===== src/rtl/trace_packetizer_pkg.sv =====
// rtl/trace_packetizer_pkg.sv - shared widths, trace item layout and flush FSM states
package trace_packetizer_pkg;

    localparam int RISC_V_INSTRUCTION_WIDTH = 32;
    localparam int TRACE_PC_WIDTH           = 64;
    localparam int TRACE_ITEM_WIDTH         = TRACE_PC_WIDTH + RISC_V_INSTRUCTION_WIDTH;

    typedef struct packed {
        logic [TRACE_PC_WIDTH-1:0]           pc;
        logic [RISC_V_INSTRUCTION_WIDTH-1:0] instr;
    } trace_item_t;

    typedef enum logic {
        FLUSH_IDLE,
        FLUSH_ACTIVE
    } flush_state_t;

    // Saturating 32-bit increment used by the overflow counter.
    function automatic logic [31:0] sat_inc32(input logic [31:0] value);
        return (value == 32'hFFFF_FFFF) ? value : value + 32'd1;
    endfunction

endpackage


===== src/rtl/trace_packetizer_if.sv =====
// rtl/trace_packetizer_if.sv - stream bundle carrying packetized trace beats
interface trace_packetizer_if
    import trace_packetizer_pkg::*;
#(
    parameter int DATA_WIDTH = TRACE_ITEM_WIDTH
);
    logic [DATA_WIDTH-1:0] tdata;
    logic                  tvalid;
    logic                  tready;
    logic                  tlast;

    modport master (output tdata, output tvalid, output tlast, input tready);
    modport slave  (input tdata, input tvalid, input tlast, output tready);
endinterface


===== src/rtl/trace_fifo.sv =====
// rtl/trace_fifo.sv - synchronous first-word-fall-through FIFO with level counter
module trace_fifo #(
    parameter int DEPTH = 16,
    parameter int WIDTH = 96
) (
    input  logic                     clk,
    input  logic                     rst_n,
    input  logic                     wr_en,
    input  logic [WIDTH-1:0]         wr_data,
    output logic                     full,
    input  logic                     rd_en,
    output logic [WIDTH-1:0]         rd_data,
    output logic                     empty,
    output logic [$clog2(DEPTH):0]   level
);
    localparam int AW = $clog2(DEPTH);
    localparam int LW = AW + 1;

    logic [WIDTH-1:0] mem [DEPTH];
    logic [AW-1:0]    wr_ptr;
    logic [AW-1:0]    rd_ptr;
    logic [LW-1:0]    level_q;
    logic             do_wr;
    logic             do_rd;

    // A write into a full FIFO is only legal when the head leaves in the same cycle.
    assign do_rd   = rd_en & ~empty;
    assign do_wr   = wr_en & (~full | do_rd);
    assign full    = (level_q == LW'(DEPTH));
    assign empty   = (level_q == '0);
    assign level   = level_q;
    assign rd_data = mem[rd_ptr];

    // Storage array; contents need no reset because level gates visibility.
    always_ff @(posedge clk) begin
        if (do_wr) begin
            mem[wr_ptr] <= wr_data;
        end
    end

    // Pointers wrap naturally at the power-of-two depth; level tracks occupancy.
    always_ff @(posedge clk) begin
        if (!rst_n) begin
            wr_ptr  <= '0;
            rd_ptr  <= '0;
            level_q <= '0;
        end else begin
            wr_ptr  <= wr_ptr + AW'(do_wr);
            rd_ptr  <= rd_ptr + AW'(do_rd);
            level_q <= level_q + LW'(do_wr) - LW'(do_rd);
        end
    end
endmodule


===== src/rtl/trace_packetizer.sv =====
// rtl/trace_packetizer.sv - buffers kept trace items and emits them as framed stream packets
module trace_packetizer
    import trace_packetizer_pkg::*;
#(
    parameter int FIFO_DEPTH       = 16,
    parameter int ITEMS_PER_PACKET = 8,
    parameter int PC_WIDTH         = TRACE_PC_WIDTH
) (
    input  logic                                clk,
    input  logic                                rst_n,
    input  logic                                pc_valid,
    input  logic [PC_WIDTH-1:0]                 pc,
    input  logic [RISC_V_INSTRUCTION_WIDTH-1:0] instr,
    input  logic                                drop_instr,
    input  logic                                flush,
    trace_packetizer_if.master                  m_axis,
    output logic [$clog2(FIFO_DEPTH):0]         fifo_level,
    output logic [31:0]                         overflow_count
);
    localparam int ITEM_W  = PC_WIDTH + RISC_V_INSTRUCTION_WIDTH;
    localparam int LEVEL_W = $clog2(FIFO_DEPTH) + 1;
    localparam int BEAT_W  = (ITEMS_PER_PACKET > 1) ? $clog2(ITEMS_PER_PACKET) : 1;
    localparam logic [BEAT_W-1:0] BEAT_LAST = BEAT_W'(ITEMS_PER_PACKET - 1);

    logic               push;
    logic               pop;
    logic               wr_en;
    logic               fifo_full;
    logic               fifo_empty;
    logic               tvalid;
    logic               tlast;
    logic               flush_tlast;
    logic [ITEM_W-1:0]  head;
    logic [LEVEL_W-1:0] level;
    logic [LEVEL_W-1:0] level_after;
    logic [BEAT_W-1:0]  beat_cnt;
    logic [LEVEL_W-1:0] flush_remaining;
    flush_state_t       flush_state;

    assign push  = pc_valid & ~drop_instr;
    assign pop   = tvalid & m_axis.tready;
    assign wr_en = push & (~fifo_full | pop);

    trace_fifo #(
        .DEPTH (FIFO_DEPTH),
        .WIDTH (ITEM_W)
    ) u_fifo (
        .clk     (clk),
        .rst_n   (rst_n),
        .wr_en   (wr_en),
        .wr_data ({pc, instr}),
        .full    (fifo_full),
        .rd_en   (pop),
        .rd_data (head),
        .empty   (fifo_empty),
        .level   (level)
    );

    // Framing is derived only from registered state, so it cannot move while a beat stalls.
    assign tvalid      = ~fifo_empty;
    assign flush_tlast = (flush_state == FLUSH_ACTIVE) && (flush_remaining == LEVEL_W'(1));
    assign tlast       = (beat_cnt == BEAT_LAST) | flush_tlast;
    assign level_after = level - LEVEL_W'(pop);

    assign m_axis.tvalid = tvalid;
    assign m_axis.tdata  = head;
    assign m_axis.tlast  = tlast;
    assign fifo_level    = level;

    // Beat position within the packet; any tlast beat (natural or flush) starts a new packet.
    always_ff @(posedge clk) begin
        if (!rst_n) begin
            beat_cnt <= '0;
        end else if (pop) begin
            beat_cnt <= tlast ? '0 : beat_cnt + 1'b1;
        end
    end

    // Flush FSM: snapshot the items queued at the request and close the packet after the last of them.
    always_ff @(posedge clk) begin
        if (!rst_n) begin
            flush_state     <= FLUSH_IDLE;
            flush_remaining <= '0;
        end else begin
            case (flush_state)
                FLUSH_IDLE: begin
                    if (flush && (level_after != '0)) begin
                        flush_remaining <= level_after;
                        flush_state     <= FLUSH_ACTIVE;
                    end
                end
                FLUSH_ACTIVE: begin
                    if (pop) begin
                        flush_remaining <= flush_remaining - 1'b1;
                        if (flush_remaining == LEVEL_W'(1)) begin
                            flush_state <= FLUSH_IDLE;
                        end
                    end
                end
                default: flush_state <= FLUSH_IDLE;
            endcase
        end
    end

    // Count items discarded because the FIFO was full with no pop to make room.
    always_ff @(posedge clk) begin
        if (!rst_n) begin
            overflow_count <= '0;
        end else if (push && fifo_full && !pop) begin
            overflow_count <= sat_inc32(overflow_count);
        end
    end
endmodule


===== src/flat_wrapper.sv =====
// flat-port wrapper written by rule: the top's interface ports become plain ports
module trace_packetizer_flat import trace_packetizer_pkg::*;
#(
    parameter int FIFO_DEPTH       = 16,
    parameter int ITEMS_PER_PACKET = 8,
    parameter int PC_WIDTH         = TRACE_PC_WIDTH
)
  (clk, rst_n, pc_valid, pc, instr, drop_instr, flush, fifo_level, overflow_count, m_axis_tdata, m_axis_tvalid, m_axis_tlast, m_axis_tready);
  trace_packetizer_if #(.DATA_WIDTH(96)) m_axis_i ();
  input  logic clk;
  input  logic rst_n;
  input  logic pc_valid;
  input  logic [PC_WIDTH-1:0] pc;
  input  logic [RISC_V_INSTRUCTION_WIDTH-1:0] instr;
  input  logic drop_instr;
  input  logic flush;
  output logic [$clog2(FIFO_DEPTH):0] fifo_level;
  output logic [31:0] overflow_count;
  output wire logic [$bits(m_axis_i.tdata)-1:0] m_axis_tdata;
  output wire logic [$bits(m_axis_i.tvalid)-1:0] m_axis_tvalid;
  output wire logic [$bits(m_axis_i.tlast)-1:0] m_axis_tlast;
  input wire logic [$bits(m_axis_i.tready)-1:0] m_axis_tready;
  assign m_axis_tdata = m_axis_i.tdata;
  assign m_axis_tvalid = m_axis_i.tvalid;
  assign m_axis_tlast = m_axis_i.tlast;
  assign m_axis_i.tready = m_axis_tready;
  trace_packetizer #(.FIFO_DEPTH(FIFO_DEPTH), .ITEMS_PER_PACKET(ITEMS_PER_PACKET), .PC_WIDTH(PC_WIDTH)) u_core (.clk(clk), .rst_n(rst_n), .pc_valid(pc_valid), .pc(pc), .instr(instr), .drop_instr(drop_instr), .flush(flush), .m_axis(m_axis_i), .fifo_level(fifo_level), .overflow_count(overflow_count));
endmodule

===== config.mk =====
export PLATFORM = sky130hd
export DESIGN_NAME = trace_packetizer_flat
export DESIGN_NICKNAME = d
export VERILOG_FILES = /design/src/rtl/trace_packetizer_pkg.sv /design/src/rtl/trace_packetizer_if.sv /design/src/rtl/trace_fifo.sv /design/src/rtl/trace_packetizer.sv /design/src/flat_wrapper.sv
export SDC_FILE = /design/constraint.sdc
export NUM_CORES = 1
export LEC_CHECK = 0
export CORE_UTILIZATION = 31
export CTS_CLUSTER_DIAMETER = 30
export DETAILED_ROUTE_END_ITERATION = 12
export HOLD_SLACK_MARGIN = 0.02
export SYNTH_ARGS = -nofsm -noshare
export SYNTH_HDL_FRONTEND = slang
export SYNTH_HIERARCHICAL = 1
export SYNTH_SLANG_ARGS = --single-unit

===== constraint.sdc =====
create_clock -name clk -period 18 [get_ports clk]
set_input_delay 2.7 -clock clk [delete_from_list [all_inputs] [get_ports clk]]
set_output_delay 2.7 -clock clk [all_outputs]
set_load 0.03 [all_outputs]

=== Yosys cells after proc, flatten, opt, wreduce, memory -nomap -nowiden ===
Memories as Yosys holds them, arrays and structs flattened. A register that Yosys moved wholly into a read port is not among the register bits.
Index checks and enable logic that the tools add are counted.
Widths: inputs -> output; s select.

* $add $sub $neg: 8
* Equality and inequality tests: 6
* Muxes and demuxes: 11
* Bitwise gates (word level): 13
* Reduce and logical (&&, ||, !) cells: 9

{| class="wikitable"
|+ Operators by type and width
! operator !! number
|-
| $add 32x1->32 const B || 1
|-
| $eq 32x32->1 const B || 1
|-
| $mux 5 || 2
|-
| $pmux 5 s2 || 1
|-
| $sub 5x1->5 || 2
|-
| $add 4x1->4 || 2
|-
| $add 5x1->5 || 1
|-
| $and 1x1->1 || 5
|-
| $eq 5x1->1 const B || 1
|-
| $eq 5x5->1 const B || 1
|-
| $logic_not 5->1 || 1
|-
| $mux 1 || 5
|-
| $not 1->1 || 5
|-
| $reduce_bool 5->1 || 1
|-
| $sub 5x1->5 const B || 1
|-
| $logic_and 1x1->1 || 4
|-
| $mux 4 || 1
|-
| $ne 2x1->1 const B || 2
|-
| $reduce_and 2->1 || 2
|-
| $add 3x1->3 const B || 1
|-
| $eq 3x3->1 const B || 1
|-
| $mux 3 || 1
|-
| $or 1x1->1 || 3
|-
| $pmux 1 s2 || 1
|-
| $logic_not 1->1 || 1
|}

* Bits in registers: 54
* Bits in writable memories: 1536
* Bits of input ports: 102
* Logic and storage cells: 55
* Memories: 1

{| class="wikitable"
|+ Memories
! name !! words !! bits a word !! read ports !! clocked after Yosys merged registers in !! wr ports !! line !! RTL
|-
| u_core.u_fifo.mem || 16 || 96 || 1 || 1 || 1 || trace_fifo.sv:19 || <nowiki>logic [WIDTH-1:0] mem [DEPTH];</nowiki>
|}

=== Depth between registers and ports, before layout ===
* Depth after elaboration: 8
* Gate-level depth with buffers: 16

=== Hierarchy ===
Netlist, hierarchy kept.

{| class="wikitable"
|+ By module, submodules not included
! module !! times used !! cells an instance !! area an instance (um^2) !! sequential area each (um^2)
|-
| trace_fifo || 1 || 2436 || 58162.0 || 46384.5
|-
| trace_packetizer || 1 || 272 || 2240.9 || 820.8
|}

=== Least setup slack after synthesis ===
No wires, ideal clock.

* Path type: input -> register
* Start: in m_axis_tready
* End: mem u_core.u_fifo.mem[3][0], enable pin
* Data arrival time: 10011 ps
* Required time: 17332 ps
* Slack: 7321 ps
* Stages: 6
* Path buffers: 1
* Cell sequence: nand2b_2 > buf_6 > a21oi_1 > o21a_1 > nand3_1 > nor3_1

* Longest elaborated chain between the ends: 6

{| class="wikitable"
|+ RTL lines
! what !! line !! RTL
|-
| start, declared || flat_wrapper.sv:22 || <nowiki>input wire logic [$bits(m_axis_i.tready)-1:0] m_axis_tready;</nowiki>
|-
| $and 1x1->1 || trace_packetizer.sv:41 || <nowiki>assign pop = tvalid & m_axis.tready;</nowiki>
|-
| $or 1x1->1 || trace_packetizer.sv:42 || <nowiki>assign wr_en = push & (~fifo_full | pop);</nowiki>
|-
| $and 1x1->1 || trace_packetizer.sv:42 ||
|-
| net u_core.wr_en || trace_packetizer.sv:27 || <nowiki>logic wr_en;</nowiki>
|-
| $and 1x1->1 || trace_fifo.sv:28 || <nowiki>assign do_wr = wr_en & (~full | do_rd);</nowiki>
|-
| $mux 1 || trace_fifo.sv:36 || <nowiki>if (do_wr) begin</nowiki>
|-
| $mux 1 (not written as such) || trace_fifo.sv:37 || <nowiki>mem[wr_ptr] <= wr_data;</nowiki>
|-
| end, declared || trace_fifo.sv:19 ||
|}

The timed path passes the listed nets, and every way through them passes these cells.

==> metrics.md <==
| Metric | Value |
|---|---|
| Run status | finished clean |
| Synth cell types | 58 |
| H-tree levels | 5 |
| Clock Skew | 93.0 ps |
| Vias in the first global route | 31.3k |
| CP required | 15,300 ps |
| Leak | 0.0242 uW |
| Sequential-to-total area share from yosys stat | 78.2% |
| Worst R2R Path Depth | 10 |
| Critical Path Start Type | flop |
| Drt pass-1 iters | 5 |
| Final global-route overflow total | 0 |
| Via count | 29.8k |
| Routed wire length on met3 | 9400 um |
| Post-CTS Resized | 0 |
| DR DRC count | 0 |
| Avg Inst Size Synth | 22.3 um2 |
| Maximum clock insertion buffer count | 4 |
| Final hold viol count | 0 |
| Final WL | 151,000 um |
| TritonCTS Sinks | 1,590 |
| Fill cells | 16.9k |
| Period utilization | 47.5% |
| CTS tree | yes |
| Core area | 193,000 um2 |
| Prevailing post-synth register cell | edfxtp_1 |
| Most common cell after layout, fill and taps aside | edfxtp_1 |
| Area grow syn2layout | 27.2% |
| RSZ-0062 raised after global routing | false |
| Global-route wire length before repair | 218,000 um |
| Hold WS | 464 ps |
| Clock root buffer | clkbuf_16 |
| Routed length on met1 | 63,300 um |
| Post-synthesis cell area | 60,400 um2 |
| Register bit total from synthesis | 1,590 |
| Final antenna-violating net count | 0 |
| IR Drop Worst-Case VDD | 108 uV |
| Relative slew slack | 15.9% |
| Uppermost layer routed | met5 |
| Die width | 443 um |
| Post-synth ARST share | 0% |
| Placed cell areas | 65,700 um2 |
| Design area | 76,800 um2 |
| Input/output buffers | 236 |
| Post-CTS Setup Bufs | 0 |
| Final cell count without fillers | 5,983 |
| Worst slack at placement | 10,040 ps |
| CTS buffer count | 344 |
| Area of the multi-input gates | 12,400 um2 |
| Hold path depth | 2 |
| Setup TNS | 0 ps |
| DR WL/cell | 25.2 um |
| Crit path kind | flop to output port |
| Worst reg2reg endpoint | u_core/u_fifo/mem[9][20]$_DFFE_PP_ |
| Final worst slack | 9440 ps |
| Mapped Nets | 2,827 |
| Warnings from Yosys | 6 |
| Routed wl met2 | 74,500 um |
| Critical path fanouts, max | 46 |
| RR Startpoint | u_core/u_fifo/level[2]$_SDFF_PN0_ |
| Hold WC Path Type | flop to flop |
| Clk_lat worst skew | 930 ps |
| Initial Util | 31.3% |
| Clk pin slew, worst setup/hold paths | 40 ps |
| Post-DP HPWL | 74,800 um |
| DR vias/cell | 4.98 |
| Placed insts | 5,388 |
| Fmax | 117 MHz |
| Most frequent cells in the layout | 1,536 x edfxtp_1, 384 x mux4_2, 349 x clkbuf_16 |
| EDFF count, synth | 1,536 |
| Data arrival, critical path | 5860 ps |
| Die area | 197,000 um2 |
| Hold path endpoint | u_core/beat_cnt[1]$_SDFFE_PN0N_ |
| Sequential Area | 47,200 um2 |
| GRT Overall Usage | 15.2% |
| Cell Pwr Density | 155 nW/um2 |
| Hold buffers post-CTS | 0 |
| Starting DRT DRC Count | 2,247 |
| Die height | 443 um |
| Final critical path time including I/O delays and setup | 8560 ps |
| # IOs | 237 |
| Final layout net count | 3,327 |
| Setup violations, final | 0 |
| Cell count after synthesis | 2,708 |
| Slew Viols, Final | 0 |
| FP Rows | 161 |
| Largest net degree at the start of global routing | 146 |
| Worst-Margin Slew | 1260 ps |
| Max-cap violations | 0 |
| Layout cells sized above 1 | 28.0% |
| Gpl congestion | 0.724 |
| Worst R2R Setup Slack | 12,570 ps |
| HP Start | u_core/beat_cnt[1]$_SDFFE_PN0N_ |
| Antenna violations before repair | 18 |
| Endpoint type of the worst setup path | output port |
how the worst max path moves through the flow:
stage / cells past startpoint / endpoint / from
2_1_floorplan: 6 / u_core/u_fifo/mem[3][0]$_DFFE_PP_ / m_axis_tready
3_3_place_gp: 7 / m_axis_tdata[26] / u_core/u_fifo/rd_ptr[0]$_SDFF_PN0_
3_5_place_dp: 7 / m_axis_tdata[26] / u_core/u_fifo/rd_ptr[0]$_SDFF_PN0_
4_1_cts: 7 / m_axis_tdata[26] / u_core/u_fifo/rd_ptr[0]$_SDFF_PN0_
5_1_grt: 7 / m_axis_tdata[32] / u_core/u_fifo/rd_ptr[0]$_SDFF_PN0_
6_report: 7 / m_axis_tdata[32] / u_core/u_fifo/rd_ptr[0]$_SDFF_PN0_
power by group:
group / total, uW / switching (uW) / internal (uW)
combinational: 1760 / 906 / 858
clock: 5970 / 1880 / 4090
sequential: 4200 / 60.4 / 4140
total: 11900 / 2840 / 9090
sequential cells by signal (all words and copies together) (netlist names):
signal and count:
u_core/u_fifo/rd_ptr 4, u_core/flush_remaining 5, u_core/flush_state 1, u_core/overflow_count 32, u_core/u_fifo/wr_ptr 4, u_core/beat_cnt 3, u_core/u_fifo/mem 1536, u_core/u_fifo/level 5
per-layer routing:
layer	vias up	global-route usage, %
met3	284	3.91
li1	12625	-
met1	15917	19.6
met5	-	0
met4	24	4.84
met2	937	25.0
through the flow:
step / total power (uW) / util, %
floorplan: 5570 / -
global placement: 6060 / 34.1
detailed placement: 6060 / 34.1
CTS: 12100 / 39.8
global route: 12300 / 39.8
finish: 11900 / 39.8
cells by family (layout without fill, tap and decap cells):
family                   Yosys count  after routing  share of synthesized area (%)
AO/OA/AOI/OAI                    272            272                           3.20
XOR/XNOR                          16             16                          0.232
adder cells (fa/ha/maj)           17             17                          0.365
buffers and inverters            169            915                           1.54
flip-flops                      1590           1590                           78.2
multiplexers                     388            388                           14.4
other                              0              3                              0
AND/OR/NAND/NOR                  256            256                           2.12
synth_stat cells (all sizes together), types with 11 or more instances:
master | number | area (um2)
buf | 86 | 621
inv | 24 | 90.1
edfxtp | 1536 | 46100
a21oi | 35 | 175
nand2b | 12 | 77.6
mux4 | 384 | 8650
ha | 16 | 200
nand2 | 120 | 450
dfxtp | 54 | 1080
nand3 | 17 | 85.1
o31ai | 11 | 82.6
and2 | 11 | 68.8
nor2 | 29 | 109
o21ai | 14 | 70.1
or4 | 11 | 82.6
a22oi | 192 | 1440
clkbuf | 58 | 218
critical path, stage by stage, from the launching register on:
cell,delay [ps]
dfxtp_4,850
buf_4,740
buf_4,840
buf_4,820
mux4_2,600
a22oi_1,190
nand2_1,190
clkdlybuf4s50_1,650
final cells by class:
class / instances / area share [%]
Clock inverter: 186 / 2.71
Multi-Input combinational cell: 949 / 16.1
Inverter: 25 / 0.122
Tap cell: 2526 / 4.11
Timing Repair Buffer: 298 / 3.75
Clock buffer: 406 / 11.7
Sequential cell: 1590 / 61.5
Antenna cell: 3 / 0.00977
Power figures use the tool's default switching activity.
